`src/rtl/vmem_write_ctrl.sv`:
```
// Write-port arbiter for the 8192x15 video memory: CPU writes take priority over a
// row-major rectangle-fill engine, all outputs registered in the clkb domain.
module vmem_write_ctrl #(
    parameter int unsigned COLS = 80,
    parameter int unsigned ROWS = 30,
    parameter int unsigned AW   = 13,
    parameter int unsigned DW   = 15
) (
    input  logic          clkb,
    input  logic          rst_n,
    input  logic          cpu_wr,
    input  logic [AW-1:0] cpu_addr,
    input  logic [DW-1:0] cpu_data,
    input  logic          fill_start,
    input  logic          fill_abort,
    input  logic [6:0]    fill_x0,
    input  logic [5:0]    fill_y0,
    input  logic [7:0]    fill_w,
    input  logic [6:0]    fill_h,
    input  logic [DW-1:0] fill_color,
    output logic          fill_busy,
    output logic          fill_done,
    output logic [AW-1:0] mem_waddr,
    output logic [DW-1:0] mem_wdata,
    output logic          mem_web
);

    typedef enum logic [0:0] {StIdle, StFill} state_e;

    localparam logic [8:0] ColsX = 9'(COLS);
    localparam logic [7:0] RowsY = 8'(ROWS);

    state_e        state_q, state_d;
    logic [6:0]    x_q, x_d;
    logic [6:0]    x0_q, x0_d;
    logic [5:0]    y_q, y_d;
    logic [7:0]    x_end_q, x_end_d;
    logic [6:0]    y_end_q, y_end_d;
    logic [DW-1:0] color_q, color_d;
    logic [AW-1:0] waddr_q, waddr_d;
    logic [DW-1:0] wdata_q, wdata_d;
    logic          web_q, web_d;
    logic          done_q, done_d;

    logic [8:0]    x_sum;
    logic [7:0]    y_sum;
    logic          empty;
    logic          issue;
    logic          row_end;
    logic          last_cell;

    always_comb begin
        // One spare bit so x0+w / y0+h cannot wrap before clipping.
        x_sum     = {2'b00, fill_x0} + {1'b0, fill_w};
        y_sum     = {2'b00, fill_y0} + {1'b0, fill_h};
        empty     = (fill_w == 8'd0) || (fill_h == 7'd0) ||
                    ({2'b00, fill_x0} >= ColsX) || ({2'b00, fill_y0} >= RowsY);
        row_end   = (({1'b0, x_q} + 8'd1) == x_end_q);
        last_cell = row_end && (({1'b0, y_q} + 7'd1) == y_end_q);
    end

    always_comb begin
        state_d = state_q;
        x_d     = x_q;
        x0_d    = x0_q;
        y_d     = y_q;
        x_end_d = x_end_q;
        y_end_d = y_end_q;
        color_d = color_q;
        done_d  = 1'b0;
        issue   = 1'b0;

        case (state_q)
            StIdle: begin
                if (fill_start && !fill_abort) begin
                    color_d = fill_color;
                    x0_d    = fill_x0;
                    x_d     = fill_x0;
                    y_d     = fill_y0;
                    x_end_d = (x_sum > ColsX) ? ColsX[7:0] : x_sum[7:0];
                    y_end_d = (y_sum > {1'b0, RowsY}) ? RowsY[6:0] : y_sum[6:0];
                    if (empty) begin
                        done_d = 1'b1;
                    end else begin
                        state_d = StFill;
                    end
                end
            end
            StFill: begin
                if (fill_abort) begin
                    state_d = StIdle;
                end else if (!cpu_wr) begin
                    issue = 1'b1;
                    if (last_cell) begin
                        state_d = StIdle;
                        done_d  = 1'b1;
                    end else if (row_end) begin
                        x_d = x0_q;
                        y_d = y_q + 6'd1;
                    end else begin
                        x_d = x_q + 7'd1;
                    end
                end
            end
            default: state_d = StIdle;
        endcase
    end

    always_comb begin
        waddr_d = waddr_q;
        wdata_d = wdata_q;
        web_d   = 1'b0;
        if (cpu_wr) begin
            waddr_d = cpu_addr;
            wdata_d = cpu_data;
            web_d   = 1'b1;
        end else if (issue) begin
            waddr_d = AW'({y_q, x_q});
            wdata_d = color_q;
            web_d   = 1'b1;
        end
    end

    always_ff @(posedge clkb or negedge rst_n) begin
        if (!rst_n) begin
            state_q <= StIdle;
            x_q     <= '0;
            x0_q    <= '0;
            y_q     <= '0;
            x_end_q <= '0;
            y_end_q <= '0;
            color_q <= '0;
            waddr_q <= '0;
            wdata_q <= '0;
            web_q   <= 1'b0;
            done_q  <= 1'b0;
        end else begin
            state_q <= state_d;
            x_q     <= x_d;
            x0_q    <= x0_d;
            y_q     <= y_d;
            x_end_q <= x_end_d;
            y_end_q <= y_end_d;
            color_q <= color_d;
            waddr_q <= waddr_d;
            wdata_q <= wdata_d;
            web_q   <= web_d;
            done_q  <= done_d;
        end
    end

    assign fill_busy = (state_q == StFill);
    assign fill_done = done_q;
    assign mem_waddr = waddr_q;
    assign mem_wdata = wdata_q;
    assign mem_web   = web_q;

endmodule

```
`config.mk`:
```
export PLATFORM = sky130hd
export DESIGN_NAME = vmem_write_ctrl
export DESIGN_NICKNAME = d
export VERILOG_FILES = /design/src/rtl/vmem_write_ctrl.sv
export SDC_FILE = /design/constraint.sdc
export NUM_CORES = 1
export LEC_CHECK = 0
export ABC_AREA = 1
export ABC_CLOCK_PERIOD_IN_PS = 4200
export BUFFER_PORTS_ARGS = -buffer_cell sky130_fd_sc_hd__buf_2
export CAP_MARGIN = 10
export CORE_AREA = 3 3 110 80
export CTS_CLUSTER_DIAMETER = 60
export DETAILED_ROUTE_END_ITERATION = 12
export DIE_AREA = 0 0 113 83
export GPL_ROUTABILITY_DRIVEN = 0
export PLACE_DENSITY = 0.82
export SLEW_MARGIN = 20
export SYNTH_ARGS = -nofsm -noshare
export SYNTH_HDL_FRONTEND = slang
export SYNTH_SLANG_ARGS = --single-unit
```
`constraint.sdc`:
```
create_clock -name clkb -period 4.2 [get_ports clkb]
set_clock_uncertainty 0.15 [all_clocks]
set_input_delay 0.63 -clock clkb [delete_from_list [all_inputs] [get_ports clkb]]
set_output_delay 0.63 -clock clkb [all_outputs]
set_load 0.02 [all_outputs]
```
==> results of run 1 <==
logic make-up (layout without fill, tap and decap cells):
kind of cell	after synthesis	in the layout	share of synthesized area, %
compound gates	97	97	12.9
fa+ha+maj	17	17	4.94
flops	81	81	43.9
simple gates	311	311	28.8
xor+xnor	14	14	2.66
buf+inv	82	188	6.81
final timing paths:
kind	startpoint	slack (ps)	cells past startpoint	end
min in group clkb	mem_waddr[0]	350	2	mem_waddr[0]
max reg2reg	fill_busy	1420	7	mem_waddr[1]
max	fill_busy	1420	7	mem_waddr[1]
min reg2reg	mem_waddr[0]	350	2	mem_waddr[0]
min	rst_n	30	1	mem_wdata[9]
max in group asynchronous	rst_n	3290	2	y_end_q[4]
cells in the mapped netlist, types with 3 or more instances:
cell      number  area, sq um
nand2_1      194          728
a22oi_1        4         30.0
nand4_1        4         25.0
nand3_1       56          280
dfrtp_1       81         2030
nor2_1        36          135
clkbuf_1      15         56.3
o211ai_1      16          120
inv_1         59          221
nor3_1         4         20.0
xor2_1         8         70.1
inv_2          3         11.3
xnor2_1        6         52.6
ha_1          15          188
o21ai_1        3         15.0
o22ai_1       10         62.6
nor4_1         3         18.8
a21oi_1       16         80.1
nand3b_1       3         22.5
o21ai_0       38          190
layout make-up:
class                      count  area (sq um)
multi-input combinational    439          2270
tap                          101           126
clock inverter                 2          37.5
sequential                    81          2030
fill                         623          2290
clock buffer                  13           260
timing repair buffer         110           583
inverter                      63           236
stage by stage:
step / utilization (%) / power [mW]
2_1_floorplan: - / 1.37
3_3_place_gp: 66.6 / 1.55
3_5_place_dp: 66.6 / 1.57
4_1_cts: 70.4 / 2.36
5_1_grt: 70.7 / 2.49
6_report: 70.7 / 2.35
power breakdown:
part	switching (mW)	total, mW	internal, mW
combinational	0.369	0.589	0.220
clock	0.289	0.779	0.490
sequential	0.0917	0.983	0.891
total	0.750	2.35	1.60
flip-flops by register name (all words and copies together) (netlist names):
register and flops:
color_q 15, fill_busy 1, fill_done 1, mem_waddr 13, mem_wdata 15, mem_web 1, x0_q 7, x_end_q 8
x_q 7, y_end_q 7, y_q 6
layer usage:
layer	vias to the layer above	GRT usage (%)	wire length, microns
met2	172	42.1	5760
met1	2102	36.5	5160
li1	2178	-	-
met3	22	5.39	899
met5	-	0	0
met4	0	6.99	162
==> summary.md, run 1 <==
| Metric | Value |
|---|---|
| Status | `complete, no violations` |
| Tot GR Track Use | `26.3%` |
| Yosys reg bits | `81` |
| Clock Tree Buf Depth | `2` |
| Hold Buf Count CTS | `0` |
| Total wire length | `between 10,000 and 15,000 microns` |
| Post-CTS Setup Bufs | `0` |
| Syn Nets | `695` |
| Part of the Yosys area used for sequential elements | `about 44%` |
| Post-Syn Instances | `about 600` |
| Leak Pwr | `about 2.9 nW` |
| Most frequent cells in the layout | `nand2_1 (194), buf_2 (105), dfrtp_1 (81), inv_1 (59), nand3_1 (56)` |
| Clk Latency, worst-skew pair | `approximately 340 ps` |
| Worst EP arrival | `2840 ps` |
| 1st-pass router iterations | `6` |
| Resized Gates After CTS | `0` |
| GRT Residual Overflow | `0` |
| Relative slew slack | `a little over 50%` |
| Layout cell share with drive strength beyond 1 | `19.8%` |
| Area delta synth->final | `20.2%` |
| Asr flop ratio synth | `100%` |
| Final Non-Filler Cells | `between 800 and 900` |
| Fin. Hold Viols | `0` |
| Die H | `roughly 83 microns` |
| Placed Area | `roughly 5200 sq um` |
| Final period utilization | `around two thirds` |
| Core ar. | `between 7000 and 8000 sq um` |
| Std cell rows | `27` |
| Vias per cell | `5.53` |
| Kind of critical path | `reg -> reg` |
| Req. time, crit path | `~4300 ps` |
| Netlist cell types | `40` |
| Max stage delay on crit path | `590 ps` |
| Synth Cell Area | `roughly 4600 sq um` |
| Crit path buf inv count | `3` |
| Largest net degree at the start of global routing | `82` |
| Die footprint | `9380 sq um` |
| CTS Sinks | `81` |
| Commonest non-fill, non-tap cell in the layout | `nand2_1` |
| Count of pins over their slew limit | `0` |
| Syn. warnings | `0` |
| Post-Place Worst Slack | `approximately 1400 ps` |
| Vias in the first global route | `roughly 4,300` |
| CP startpoint kind | `flop` |
| Vias post-DR | `about 4,500` |
| Worst-path cell chain | `inv_2, nor2_1, inv_1, nor2_2, inv_1, o22ai_1, nor2_1` |
| DP Cell Count | `~790` |
| VDD IR-drop max | `between 0.4 and 0.5 mV` |
| Fin Setup TNS | `0 ps` |
| Final setup vio count | `0` |
| Ports | `about 110` |
| Slew of the pin with the lowest slew margin | `738 ps` |
| Detailed router's first-iteration violation count | `around 300` |
| First-pass GRT wire length | `20,200 microns` |
| Post-synth EDFFs | `0` |
| FMAX | `around 360 MHz` |
| Critical path endpoint category | `flop` |
| H-Tree Depth | `3` |
| CTS Buf Count | `9` |
| Initial antenna violation count | `0` |
| Final min period | `~2800 ps` |
| CP Max Fanout | `22` |
| Post-layout nets | `about 800` |
| Final Cell Area | `~5500 sq um` |
| Min Hold Slack | `slightly above 30 ps` |
| CTS tree | `done` |
| Slowest CP cell | `dfrtp_1` |
| Reg clk slew, reported paths | `around 60 ps` |
| CP delay by family, top | `buffers and inverters` |
| Routed length per placed instance | `between 10 and 15 microns` |
| Final Worst Setup Slack | `1420 ps` |
| Post-route DRC | `0` |
| DP Wirelength | `roughly 9000 microns` |
| Ant. Diodes | `0` |
| Hold Path Class | `in -> async` |
| ANT nets after route | `0` |
| RSZ-0062 raised after global routing | `false` |
| Pwr Density | `roughly 420 nW/um^2` |
| Max Cap Violations | `0` |
| Port bufs | `106` |
| Syn Area/Cell | `approximately 7.7 sq um` |
| Die Wd | `~110 microns` |
| Top_reg_cell synth | `dfrtp_1` |
| Initial Utilization | `around three fifths` |
| Root buffer cell | `clkbuf_16` |
(Power assumes the default switching activity.)
==> run 2: changes to the inputs <==
==> config.mk (replaced) <==
export PLATFORM = sky130hd
export DESIGN_NAME = vmem_write_ctrl
export DESIGN_NICKNAME = d
export VERILOG_FILES = /design/src/rtl/vmem_write_ctrl.sv
export SDC_FILE = /design/constraint.sdc
export NUM_CORES = 1
export LEC_CHECK = 0
export ABC_AREA = 0
export ABC_CLOCK_PERIOD_IN_PS = 2400
export BUFFER_PORTS_ARGS = -buffer_cell sky130_fd_sc_hd__buf_2
export CAP_MARGIN = 10
export CORE_AREA = 3 3 121 88
export CTS_CLUSTER_DIAMETER = 60
export DETAILED_ROUTE_END_ITERATION = 12
export DIE_AREA = 0 0 124 91
export GPL_ROUTABILITY_DRIVEN = 0
export PLACE_DENSITY = 0.72
export SLEW_MARGIN = 20
export SYNTH_ARGS = -nofsm -noshare
export SYNTH_HDL_FRONTEND = slang
export SYNTH_SLANG_ARGS = --single-unit
==> constraint.sdc (replaced) <==
create_clock -name clkb -period 2.4 [get_ports clkb]
set_clock_uncertainty 0.15 [all_clocks]
set_input_delay 0.36 -clock clkb [delete_from_list [all_inputs] [get_ports clkb]]
set_output_delay 0.36 -clock clkb [all_outputs]
set_load 0.02 [all_outputs]
==> summary.md, run 2 <==
| Metric | Value |
|---|---|
| Count of pins over their slew limit | `0` |
| Detailed router's first-iteration violation count | `roughly 290` |
| Combinational fraction of design power | `29.2%` |
| Failing checks | `negative setup slack` |
| Vias in the first global route | `4,168` |
| DP Wirelength | `9490 microns` |
| Std cell rows | `30` |
| Syn. warnings | `0` |
| Hold Path Class | `in -> reg` |
| RSZ-0062 raised after global routing | `true` |
| Post-layout nets | `722` |
| Int Pwr | `3.21 mW` |
| Die footprint | `between 10,000 and 15,000 sq um` |
| Max Cap Violations | `0` |
| Final min period | `2530 ps` |
| Fillcell total | `a little over 800` |
| Fin. Hold Viols | `0` |
| Fin Setup TNS | `-664 ps` |
| Worst-path cell chain | `ha_4, xor2_1, a211o_1, nor4_4, nand4_4, buf_6, nor3b_2, mux2i_1, a21oi_1` |
| Slew of the pin with the lowest slew margin | `around 540 ps` |
| Pwr Density | `roughly 760 nW/um^2` |
| CTS tree | `done` |
| Synth area leader | `dfrtp_1` |
| Post-route DRC | `0` |
| 1st-pass router iterations | `5` |
| First-pass GRT wire length | `roughly 20,000 microns` |
| Ant. Diodes | `0` |
| Final Cell Area | `approximately 6100 sq um` |
| VDD IR-drop max | `approximately 0.43 mV` |
| FF/Latch Area | `a little over 2000 sq um` |
| Die Wd | `~120 microns` |
| Final Non-Filler Cells | `roughly 760` |
| Final Worst Setup Slack | `-126 ps` |
| Total wire length | `about 13,000 microns` |
| Overall power | `4.65 mW` |
| Die H | `91 microns` |
| Sequential share of power | `between 30% and 40%` |
| CTS Buf Count | `9` |
| Clock network power share | `approximately a third` |
| Root buffer cell | `clkbuf_16` |
| Vias per cell | `around 5.6` |
| Clk Latency, worst-skew pair | `roughly 340 ps` |
| CTS Sinks | `a little over 80` |
| DP Cell Count | `approximately 740` |
| Critical path endpoint category | `flop` |
| GRT Residual Overflow | `0` |
| Worst EP arrival | `2590 ps` |
| ANT nets after route | `0` |
| Multi-input logic area | `2560 sq um` |
| Syn Area/Cell | `around 9.4 sq um` |
| Area delta synth->final | `31.8%` |
| Netlist cell types | `between 60 and 70` |
| Core ar. | `slightly below 10,000 sq um` |
| Tot GR Track Use | `between 20% and 30%` |
| Post-Syn Instances | `489` |
| Synth Cell Area | `between 4000 and 5000 sq um` |
| Psw | `~1.4 mW` |
| Syn Nets | `around 580` |
| Asr flop ratio synth | `100%` |
| Top_reg_cell synth | `dfrtp_1` |
| Top cell type's share of synthesized area | `between 40% and 50%` |
| Yosys reg bits | `81` |
| Routed length per placed instance | `between 15 and 20 microns` |
| Largest net degree at the start of global routing | `64` |
| H-Tree Depth | `3` |
| Initial Utilization | `roughly half` |
| CP Max Fanout | `5` |
| CP startpoint kind | `flop` |
| Relative slew slack | `between 60 and 70%` |
| Layout cell share with drive strength beyond 1 | `about 32%` |
| Placed Area | `roughly 5600 sq um` |
| Port bufs | `approximately 110` |
| Part of the Yosys area used for sequential elements | `43.9%` |
| Req. time, crit path | `between 2000 and 2500 ps` |
| Most frequent cell after synthesis | `nand2_1` |
| Vias post-DR | `4,243` |
| Final period utilization | `105%` |
| Clock Tree Buf Depth | `2` |
| Post-synth EDFFs | `0` |
| Ports | `about 110` |
| Status | `finished, violations left` |
| Max stage delay on crit path | `440 ps` |
| Kind of critical path | `reg -> reg` |
| Largest cells by area after synthesis | `dfrtp_1 (44%), nand2_1 (8.4%), mux2i_1 (6.9%)` |
| Commonest non-fill, non-tap cell in the layout | `buf_2` |
| Switching Fraction | `between 30% and 40%` |
| Initial antenna violation count | `0` |
| Leak Pwr | `slightly above 3 nW` |
| Most frequent cells in the layout | `buf_2 (105), nand2_1 (101), dfrtp_1 (78), buf_4 (45), o21ai_0 (35)` |
| Slowest CP cell | `dfrtp_2` |
| Reg clk slew, reported paths | `~60 ps` |
| FMAX | `a little under 400 MHz` |
| Final setup vio count | `10` |
| Commonest cells in the netlist | `nand2_1 (103), dfrtp_1 (81), o21ai_0 (36)` |
[run 2: cell types whose count changed after synthesis, sizes merged, moves of 7 or more]
cell | before | now
nand3 | 58 | 13
mux2i | 0 | 32
o211ai | 16 | 2
inv | 62 | 9
nand2 | 197 | 103
and3 | 0 | 7
nor2 | 39 | 25
xnor2 | 6 | 17
[run 2: worst max-delay path, delay by kind of cell, from the launching register on]
| family | cells | cell delay [ps] |
|---|---|---|
| flops | 1 | 440 |
| mux | 1 | 250 |
| xor+xnor | 1 | 140 |
| fa+ha+maj | 1 | 250 |
| compound gates | 2 | 360 |
| simple gates | 3 | 630 |
| buf+inv | 1 | 190 |
[run 2: what timing repair did]
item                                   in CTS  in global routing
setup endpoints to repair                  11                 15
resized for setup                          12                 12
hold buffers                                1                  0
endpoints found under the hold margin      18                  0
pin swaps                                   3                  6
buffers inserted                            2                  0
[run 2: stage by stage]
stage | utilization (%) | hold slack, ps | setup slack (ps)
after floorplan | - | -85.6 | 11.2
after global placement | 58.4 | 100 | -101
after detailed placement | 58.4 | 101 | -198
after CTS | 62.9 | 54.1 | -56.2
after global routing | 63.4 | 67.3 | -222
final | 63.4 | 63.6 | -126
[run 2: kinds of logic (layout without fill, tap and decap cells)]
group / Yosys count / count (layout) / synth area share (%)
flip-flops: 81 / 81 / 43.9
XOR/XNOR: 29 / 29 / 6.09
AO/OA/AOI/OAI: 104 / 104 / 15.1
multiplexers: 33 / 33 / 7.18
adder cells (fa/ha/maj): 17 / 17 / 4.93
buffers and inverters: 38 / 183 / 3.49
AND/OR/NAND/NOR: 187 / 187 / 19.4
[run 2: final timing paths]
kind,startpoint,end,slack (ps),cells after the start
min reg2reg,color_q[6],color_q[6],320,2
min,fill_color[10],color_q[10],60,3
min in group asynchronous,rst_n,mem_wdata[10],290,2
max in group asynchronous,rst_n,y_q[0],1160,3
max reg2reg,x_q[1],y_q[5],-130,9
max,x_q[1],y_q[5],-130,9
[run 2: cell type report]
class                   instances  area share [%]
repair buffers                157            15.7
flip-flops and latches         81            33.3
clock buffers                  10            3.76
clock inverters                 6            1.89
well taps                     128            2.63
inverters                      10           0.616
multi-input cells             370            42.0
[run 2: power by group through the flow]
stage | clock [mW] | sequential, mW | combinational [mW]
after floorplan | 0 | 1.76 | 0.736
after global placement | 0 | 1.72 | 1.25
after detailed placement | 0 | 1.74 | 1.29
after CTS | 1.60 | 1.71 | 1.33
after global routing | 1.65 | 1.74 | 1.48
final | 1.57 | 1.72 | 1.36
[run 2: layer usage]
metal	GRT usage, %	vias up	share of wire [%]
li1	-	2006	-
met1	33.2	2052	46
met2	35.0	172	45
met3	5.23	13	7.7
met4	5.74	0	1.1
met5	0	-	0
==> run 3: changes to the inputs <==
--- a/config.mk
+++ b/config.mk
@@ -14,7 +14,7 @@
 export DETAILED_ROUTE_END_ITERATION = 12
 export DIE_AREA = 0 0 124 91
 export GPL_ROUTABILITY_DRIVEN = 0
-export PLACE_DENSITY = 0.72
+export PLACE_DENSITY = 0.75
 export SLEW_MARGIN = 20
 export SYNTH_ARGS = -nofsm -noshare
 export SYNTH_HDL_FRONTEND = slang
==> summary.md, run 3 (synthesized netlist as in run 2, its figures left out) <==
| Metric | Value |
|---|---|
| Placed Area | `between 5000 and 6000 sq um` |
| Status | `finished, violations left` |
| Hold Path Class | `in -> reg` |
| Area delta synth->final | `30.9%` |
| DP Wirelength | `between 9000 and 10,000 microns` |
| Final Cell Area | `6050 sq um` |
| Worst R2R Start | `x_q[1]` |
| DP Cell Count | `740` |
| Psw | `1.40 mW` |
| CTS tree | `done` |
| Final Worst Setup Slack | `-136 ps` |
| Min Hold Slack | `66.6 ps` |
| Reg clk slew, reported paths | `about 60 ps` |
| Initial antenna violation count | `0` |
| Relative slew slack | `70.7%` |
| Total wire length | `~13,000 microns` |
| ANT nets after route | `0` |
| Std cell rows | `30` |
| Worst reg-to-reg path cell count | `10` |
| Pwr Density | `751 nW/um^2` |
| RSZ-0062 raised after global routing | `true` |
| Clk Latency, worst-skew pair | `330 ps` |
| Worst-path cell chain | `ha_4, xor2_1, a211o_1, nor4_4, nand4_4, buf_6, nor2b_4, buf_6, and3_1, nor3_1` |
| Detailed router's first-iteration violation count | `approximately 230` |
| Die H | `between 90 and 100 microns` |
| Req. time, crit path | `between 2000 and 2500 ps` |
| Worst EP arrival | `between 2000 and 3000 ps` |
| Vias post-DR | `about 4,100` |
| Commonest non-fill, non-tap cell in the layout | `buf_2` |
| Tot GR Track Use | `between 20% and 30%` |
| CTS Sinks | `~80` |
| Int Pwr | `between 3 and 4 mW` |
| Max stage delay on crit path | `roughly 450 ps` |
| Final period utilization | `106%` |
| FMAX | `~390 MHz` |
| Vias in the first global route | `approximately 4,200` |
| CP startpoint kind | `flop` |
| H-Tree Depth | `3` |
| Slew of the pin with the lowest slew margin | `around 440 ps` |
| Fin. Hold Viols | `0` |
| Ant. Diodes | `0` |
| GRT Residual Overflow | `0` |
| Count of pins over their slew limit | `0` |
| CTS Buf Count | `9` |
| Slowest CP cell | `dfrtp_2` |
| Clock network power share | `roughly 33%` |
| First-pass GRT wire length | `just over 20,000 microns` |
| Die footprint | `~11,000 sq um` |
| Die Wd | `about 120 microns` |
| Hold Path Depth | `3` |
| Final setup vio count | `14` |
| Min-delay src | `fill_color[1]` |
| Leak Pwr | `between 3 and 4 nW` |
| Final Non-Filler Cells | `763` |
| Clock Tree Buf Depth | `2` |
| Post-layout nets | `~720` |
| 1st-pass router iterations | `4` |
| Reg-to-reg endpoint | `y_q[2]` |
| Layout cell share with drive strength beyond 1 | `between 30% and 40%` |
| Port bufs | `106` |
| Most frequent cells in the layout | `buf_2 (105), nand2_1 (102), dfrtp_1 (78), buf_4 (46), o21ai_0 (34)` |
| CP delay by family, top | `simple AND/OR/NAND/NOR gates` |
| Crit-path most repeated cell | `buf_6` |
| Hold Path Sink | `color_q[1]` |
| Flop2flop setup slack | `-140 ps` |
| Post-route DRC | `0` |
| Fin Setup TNS | `-1250 ps` |
| Initial Utilization | `about half` |
| Final min period | `around 2500 ps` |
| Root buffer cell | `clkbuf_16` |
| Vias per cell | `roughly 5.4` |
| Sequential share of power | `a little under two fifths` |
| Critical path endpoint category | `flop` |
| Core ar. | `roughly 9600 sq um` |
| Max Cap Violations | `0` |
| CP startpoint | `x_q[1]` |
| Post-Place Worst Slack | `-204 ps` |
| Switching Fraction | `around 30%` |
| Kind of critical path | `reg -> reg` |
| Crit path buf inv count | `2` |
| Routed length per placed instance | `16.5 microns` |
| Combinational fraction of design power | `28.8%` |
| VDD IR-drop max | `around 0.44 mV` |
| Failing checks | `negative setup slack` |
| Ports | `between 100 and 150` |
| Largest net degree at the start of global routing | `47` |
| CP Max Fanout | `7` |
## run 3: cell count changes in the layout (fill, tap and decap cells not counted), sizes merged
cell,previous run,this run
bufinv,3,2
clkbuf,10,11
clkinv,2,3
inv,10,9
buf,156,157
## run 3: layer usage
layer	share of wire, %	track usage, %	vias to the layer above
li1	-	-	2002
met1	44	31.3	1980
met2	48	36.8	141
met3	7.0	5.48	15
met4	1.1	5.01	0
met5	0	0	-
## run 3: per-stage QoR
stage | util, % | power (mW)
after floorplan | - | 2.49
after global placement | 58.2 | 2.93
after detailed placement | 58.2 | 2.98
after CTS | 62.2 | 4.52
after global routing | 63.0 | 4.78
final | 63.0 | 4.55
## run 3: final cells by class
| type | count | area (sq um) |
|---|---|---|
| inverter | 10 | 37.5 |
| multi-input combinational | 370 | 2520 |
| clock inverter | 5 | 77.6 |
| timing repair buffer | 158 | 966 |
| tap | 128 | 160 |
| clock buffer | 11 | 253 |
| sequential | 81 | 2030 |
| fill | 834 | 3560 |
## run 3: worst max-delay path by stage
stage | endpoint | cells past startpoint
2_1_floorplan | y_q[5] | 9
3_3_place_gp | y_q[5] | 9
3_5_place_dp | y_q[5] | 9
4_1_cts | y_q[5] | 9
5_1_grt | x_q[4] | 10
6_report | y_q[2] | 10
## run 3: power by group through the flow
| stage | Clock, mW | Combinational [mW] | Sequential (mW) |
|---|---|---|---|
| after floorplan | 0 | 0.736 | 1.76 |
| after global placement | 0 | 1.20 | 1.73 |
| after detailed placement | 0 | 1.24 | 1.74 |
| after CTS | 1.53 | 1.27 | 1.72 |
| after global routing | 1.59 | 1.44 | 1.75 |
| final | 1.51 | 1.31 | 1.73 |
## run 3: worst min-delay path, stage by stage
cell,delay [ps]
buf_2,70
nand2_1,40
nand2_1,40
## run 3: repair_timing
action / in CTS / in global routing
hold endpoints to repair: 26 / 0
pin swaps: 2 / 3
gates resized for setup: 6 / 12
cloned: 0 / 0
hold buffers: 1 / 0
buffers inserted: 2 / 4
setup endpoints to repair: 15 / 15
